### src/rtl/mem_access_stage.sv
// MEM pipeline stage: issues one data-memory access per load/store, holds the
// pipeline while waiting for ack, and aborts with a sticky bus_err on timeout or misalignment.
module mem_access_stage #(
   parameter int unsigned TIMEOUT = 16
) (
   input  logic        clk,
   input  logic        rst,
   input  logic        mem_write_in,
   input  logic        mem_read_in,
   input  logic        mem_to_reg_in,
   input  logic        reg_write_in,
   input  logic [31:0] alu_in,
   input  logic [31:0] rd2_in,
   input  logic [4:0]  wn_in,
   output logic        dmem_req,
   output logic        dmem_we,
   output logic [31:0] dmem_addr,
   output logic [31:0] dmem_wdata,
   input  logic [31:0] dmem_rdata,
   input  logic        dmem_ack,
   output logic        stall,
   output logic        reg_write_out,
   output logic        mem_to_reg_out,
   output logic [31:0] rdata_out,
   output logic [31:0] alu_out,
   output logic [4:0]  wn_out,
   output logic        bus_err
);

   // Handshake: dmem_req rises with a stable request bus and stays high until
   // the single-cycle dmem_ack pulse (or timeout); stall holds upstream meanwhile.
   typedef enum logic {S_IDLE, S_WAIT} state_t;

   state_t     state_q;
   logic [7:0] cnt_q;
   logic       rw_h_q;
   logic       mtr_h_q;
   logic [4:0] wn_h_q;

   logic pending;
   logic aligned;
   logic timeout_hit;

   assign pending     = mem_read_in | mem_write_in;
   assign aligned     = (alu_in[1:0] == 2'b00);
   assign timeout_hit = (cnt_q == 8'(TIMEOUT - 1));

   // Stall releases in the ack cycle and in the timeout cycle so the
   // instruction completes on that edge.
   assign stall = !rst &&
                  (((state_q == S_IDLE) && pending && aligned) ||
                   ((state_q == S_WAIT) && !dmem_ack && !timeout_hit));

   always_ff @(posedge clk) begin
      if (rst) begin
         state_q        <= S_IDLE;
         cnt_q          <= 8'd0;
         rw_h_q         <= 1'b0;
         mtr_h_q        <= 1'b0;
         wn_h_q         <= 5'd0;
         dmem_req       <= 1'b0;
         dmem_we        <= 1'b0;
         dmem_addr      <= 32'd0;
         dmem_wdata     <= 32'd0;
         reg_write_out  <= 1'b0;
         mem_to_reg_out <= 1'b0;
         rdata_out      <= 32'd0;
         alu_out        <= 32'd0;
         wn_out         <= 5'd0;
         bus_err        <= 1'b0;
      end else begin
         reg_write_out  <= 1'b0;
         mem_to_reg_out <= 1'b0;
         rdata_out      <= 32'd0;
         alu_out        <= 32'd0;
         wn_out         <= 5'd0;
         case (state_q)
            S_IDLE: begin
               if (!pending) begin
                  reg_write_out  <= reg_write_in;
                  mem_to_reg_out <= mem_to_reg_in;
                  alu_out        <= alu_in;
                  wn_out         <= wn_in;
               end else if (!aligned) begin
                  bus_err <= 1'b1;
                  alu_out <= alu_in;
                  wn_out  <= wn_in;
               end else begin
                  dmem_req   <= 1'b1;
                  dmem_we    <= mem_write_in;
                  dmem_addr  <= alu_in;
                  dmem_wdata <= rd2_in;
                  rw_h_q     <= reg_write_in;
                  mtr_h_q    <= mem_to_reg_in;
                  wn_h_q     <= wn_in;
                  cnt_q      <= 8'd0;
                  state_q    <= S_WAIT;
               end
            end
            S_WAIT: begin
               // dmem_addr doubles as the held ALU result for the completing instruction.
               if (dmem_ack) begin
                  reg_write_out  <= rw_h_q;
                  mem_to_reg_out <= mtr_h_q;
                  rdata_out      <= dmem_we ? 32'd0 : dmem_rdata;
                  alu_out        <= dmem_addr;
                  wn_out         <= wn_h_q;
                  dmem_req       <= 1'b0;
                  dmem_we        <= 1'b0;
                  state_q        <= S_IDLE;
               end else if (timeout_hit) begin
                  bus_err        <= 1'b1;
                  mem_to_reg_out <= mtr_h_q;
                  alu_out        <= dmem_addr;
                  wn_out         <= wn_h_q;
                  dmem_req       <= 1'b0;
                  dmem_we        <= 1'b0;
                  state_q        <= S_IDLE;
               end else begin
                  cnt_q <= cnt_q + 8'd1;
               end
            end
            default: state_q <= S_IDLE;
         endcase
      end
   end

endmodule

### config.mk
export PLATFORM = sky130hd
export DESIGN_NAME = mem_access_stage
export DESIGN_NICKNAME = d
export VERILOG_FILES = /design/src/rtl/mem_access_stage.sv
export SDC_FILE = /design/constraint.sdc
export NUM_CORES = 1
export LEC_CHECK = 0
export CELL_PAD_IN_SITES_DETAIL_PLACEMENT = 1
export CELL_PAD_IN_SITES_GLOBAL_PLACEMENT = 2
export CORE_MARGIN = 2
export CORE_UTILIZATION = 23
export DETAILED_ROUTE_END_ITERATION = 10
export PLACE_DENSITY = 0.91
export SLEW_MARGIN = 40
export SYNTH_ARGS = -nofsm -noshare
export SYNTH_HDL_FRONTEND = slang
export SYNTH_SLANG_ARGS = --single-unit
### constraint.sdc
create_clock -name clk -period 1.9 [get_ports clk]
set_input_delay 0.475 -clock clk [delete_from_list [all_inputs] [get_ports clk]]
set_output_delay 0.475 -clock clk [all_outputs]
set_load 0.03 [all_outputs]
==> run_results.csv <==
group,metric,value,unit
grt,met2_usage,26.0,%
pwr,peakVddDrop,515,µV
cts,path_clk_slew,60,ps
worst_setup_path,end_kind,"output port",
cts,clockRootBuffer,"clkbuf_16",
synthesis,syn-instance-count,541,
synthesis,ys_types,39,
floorplanning,chipWidth,153,µm
finish,area_growth,71.4,%
sta,max_freq,0.490,GHz
grt,antenna_found_initial,1,
sta,slew_headroom,63.3,%
drt,drt_pre_antenna_iters,4,
cts,cts_sinks,154,
worst_setup_path,timing.rr.end,"cnt_q[7]$_SDFFE_PP0P_",
synthesis,synth_top_cell_by_area,"dfxtp_1",
worst_setup_path,crit_fanout,4,
finish,final_nets,916,
worst_setup_path,cpPeakStageDelay,330,ps
grt,globalRouteOverflowTotal,0,
cts,numCtsBuffers,17,
cts,cts_buffer_depth,2,
synthesis,synth-seq-cells,154,
pwr,p_switching,2.10,mW
min_path,min_path_type,"reg -> reg",
status,status,"complete, but fails checks",
job,max_cap_viol_count,0,
synthesis,synth.area.top_cells,"dfxtp_1 (60%), nand2_1 (10%), a21oi_1 (7.5%), a22o_1 (6.0%), and2_1 (3.9%)",
drt,via_per_inst,4.42,
finish,multi_input_area,1910,µm²
finish,nFillCells,2488,
worst_setup_path,crit_start,"cnt_q[0]$_SDFFE_PP0P_",
pwr,swShare,26.5,%
pwr,p_per_area,904,nW/µm²
grt,grt_start_max_net_pins,87,
sta,setup_viol,1,
grt,first_global_vias,4895,
drt,drc,0,
synthesis,synth_most_common_cell,"dfxtp_1",
floorplanning,initial_utilization,23.4,%
finish,drive_above_1_share,10.9,%
drt,wire_per_inst,16.1,µm
grt,use_met1,17.7,%
placed_design,dp_hpwl,12500,µm
drt,wirelength,17800,µm
pwr,clockPowerShare,44.0,%
drt,drt_first_iter_violations,177,
placed_design,place_area,8180,µm²
synthesis,synth_common_cells,"dfxtp_1 (154), nand2_1 (142), a21oi_1 (77)",
finish,fin_cells,1102,
synthesis,yosys_most_used_dff,"dfxtp_1",
synthesis,async_reset_ff_share,0,%
placed_design,placed_cells,1066,
grt,use_met3,4.20,%
worst_setup_path,r2r_setup_slack,160,ps
floorplanning,die_y,153,µm
placed_design,port_buffers,246,
synthesis,synth_top_cell_area_share,60.3,%
synthesis,ys_warn_count,0,
floorplanning,row_count,54,
sta,hold-worst-slack,451,ps
worst_setup_path,r2r_cells,7,
synthesis,synth_area,5110,µm²
cts,h-tree-depth,4,
sta,final_hold_viol_count,0,
worst_setup_path,cp.required,1420,ps
synthesis,syn_nets,650,
cts,clk_latency,420,ps
pwr,power.internal,5.83,mW
sta,finalSetupTns,-141,ps
finish,fin_area,8760,µm²
worst_setup_path,r2r_start,"cnt_q[0]$_SDFFE_PP0P_",
sta,slew_violations,0,
worst_setup_path,crit_type,"reg -> out",
drt,via_count,4867,
sta,timing.final.crit_share,107,%
floorplanning,die-area,23400,µm²
sta,layout_setup_ws,-141,ps
sta,clock-skew-final,7.72,ps
worst_setup_path,start_kind,"register",
pwr,p_seq_share,43.1,%
finish,register_area,3090,µm²
worst_setup_path,crit_slowest_cell,"dfxtp_2",
cts,cts_tree,"built",
pwr,power,7.93,mW
min_path,hp-start,"dmem_wdata[29]$_SDFFE_PP0P_",
pwr,p_leak,4.16,nW
drt,final_antenna_net_count,0,
floorplanning,core_area,21800,µm²
pwr,comb_power_share,13.0,%
synthesis,syn_avg_cell_area,9.45,µm²
status,violations,"negative setup slack",
worst_setup_path,arrival,1570,ps
synthesis,synth-seq-area-share,60.3,%
grt,track_usage,15.0,%
worst_setup_path,path_cells,"ha_4 -> and4b_4 -> a21o_1 -> a21oi_2 -> buf_6",
floorplanning,ioPinCount,247,
sta,min_period,2040,ps
worst_setup_path,cp-endpoint,"stall",
sta,rsz0062_at_grt,"true",
placed_design,gp_congestion,0.732,
grt,grt_pass1_wl,27500,µm
grt,top_usage_layer,"met2",
sta,worst_slew_pin_slew,549,ps
synthesis,synth_edf_count,0,
==> worst min path at each step <==
| stage | endpoint | slack (ps) | cells after the start |
|---|---|---|---|
| after global routing | cnt_q[4]$_SDFFE_PP0P_ | 470 | 4 |
| after global placement | dmem_wdata[2]$_SDFFE_PP0P_ | 440 | 2 |
| after floorplan | mtr_h_q$_SDFFE_PP0P_ | 440 | 2 |
| after CTS | cnt_q[4]$_SDFFE_PP0P_ | 450 | 4 |
| after detailed placement | dmem_wdata[2]$_SDFFE_PP0P_ | 450 | 2 |
| final | dmem_wdata[29]$_SDFFE_PP0P_ | 450 | 2 |
==> logic make-up (layout without fill, tap and decap cells) <==
group / Yosys count / after routing / share of synthesized area (%)
other: 0 / 2 / 0
flip-flops: 154 / 154 / 60.3
adder cells (fa/ha/maj): 1 / 1 / 0.245
AO/OA/AOI/OAI: 127 / 127 / 15.9
buffers and inverters: 40 / 319 / 3.50
AND/OR/NAND/NOR: 216 / 216 / 19.5
multiplexers: 3 / 3 / 0.587
==> final cells by class <==
class                   count  area share (%)
diodes                      2          0.0571
clock buffers              18            5.01
clock inverters            14            1.83
inverters                   4           0.171
multi-input cells         347            21.7
flip-flops and latches    154            35.3
well taps                 280            4.00
repair buffers            283            31.9
==> stage by stage <==
stage	utilization [%]	setup slack, ps
floorplan	-	10.7
global placement	37.4	-283
detailed placement	37.5	-208
CTS	39.8	-192
global route	40.1	-221
finish	40.2	-141
==> layer usage <==
layer  vias to the layer above  wire [µm]
met2                       129       8990
met1                      2352       7520
li1                       2370          -
met4                         0        282
met5                         -          0
met3                        16       1000
==> flip-flops by register name (all words and copies together) (netlist names), 5 cells and up <==
name,count
alu_out,32
cnt_q,8
dmem_addr,32
dmem_wdata,32
rdata_out,32
wn_h_q,5
wn_out,5
==> worst max-delay path, delay by kind of cell (launching register included) <==
family,cells,cell delay [ps]
and+or+nand+nor,1,190
DFF,1,330
adders and majority gates,1,150
buffers and inverters,1,150
AOI/OAI and AO/OA,2,310
==> cells in the final DEF, fill, tap and decap left out, drive strengths merged <==
master / instances
dfxtp: 154
diode: 2
nor2: 8
inv: 9
a21o: 1
o221a: 1
o21ai: 2
and2: 32
o32ai: 2
and4b: 1
a22o: 35
nor3: 7
o31ai: 1
nor3b: 1
nand3: 12
clkinvlp: 3
buf: 39
a32o: 2
clkinv: 4
dlymetal6s2s: 26
nand2: 143
clkdlybuf4s50: 108
nor4: 3
clkbuf: 18
bufinv: 2
o211ai: 1
ha: 1
and3: 3
a311oi: 1
and4: 1
a21oi: 78
or3: 3
nand4: 1
a31oi: 3
dlygate4sd2: 110
nand2b: 1
mux2i: 3
==> what timing repair did <==
action                                  in CTS  in global routing
resized for setup                          119                 27
pin swaps                                    2                  2
buffers inserted                             1                  2
hold buffers                                 0                  0
endpoints found under the setup margin     111                 29
==> power by group through the flow <==
stage	clock, mW	sequential [mW]	combinational (mW)
floorplan	0	3.72	0.240
global placement	0	3.49	1.08
detailed placement	0	3.49	1.10
CTS	3.61	3.41	1.05
global route	3.75	3.43	1.10
finish	3.48	3.41	1.03
Power figures use the tool's default switching activity.
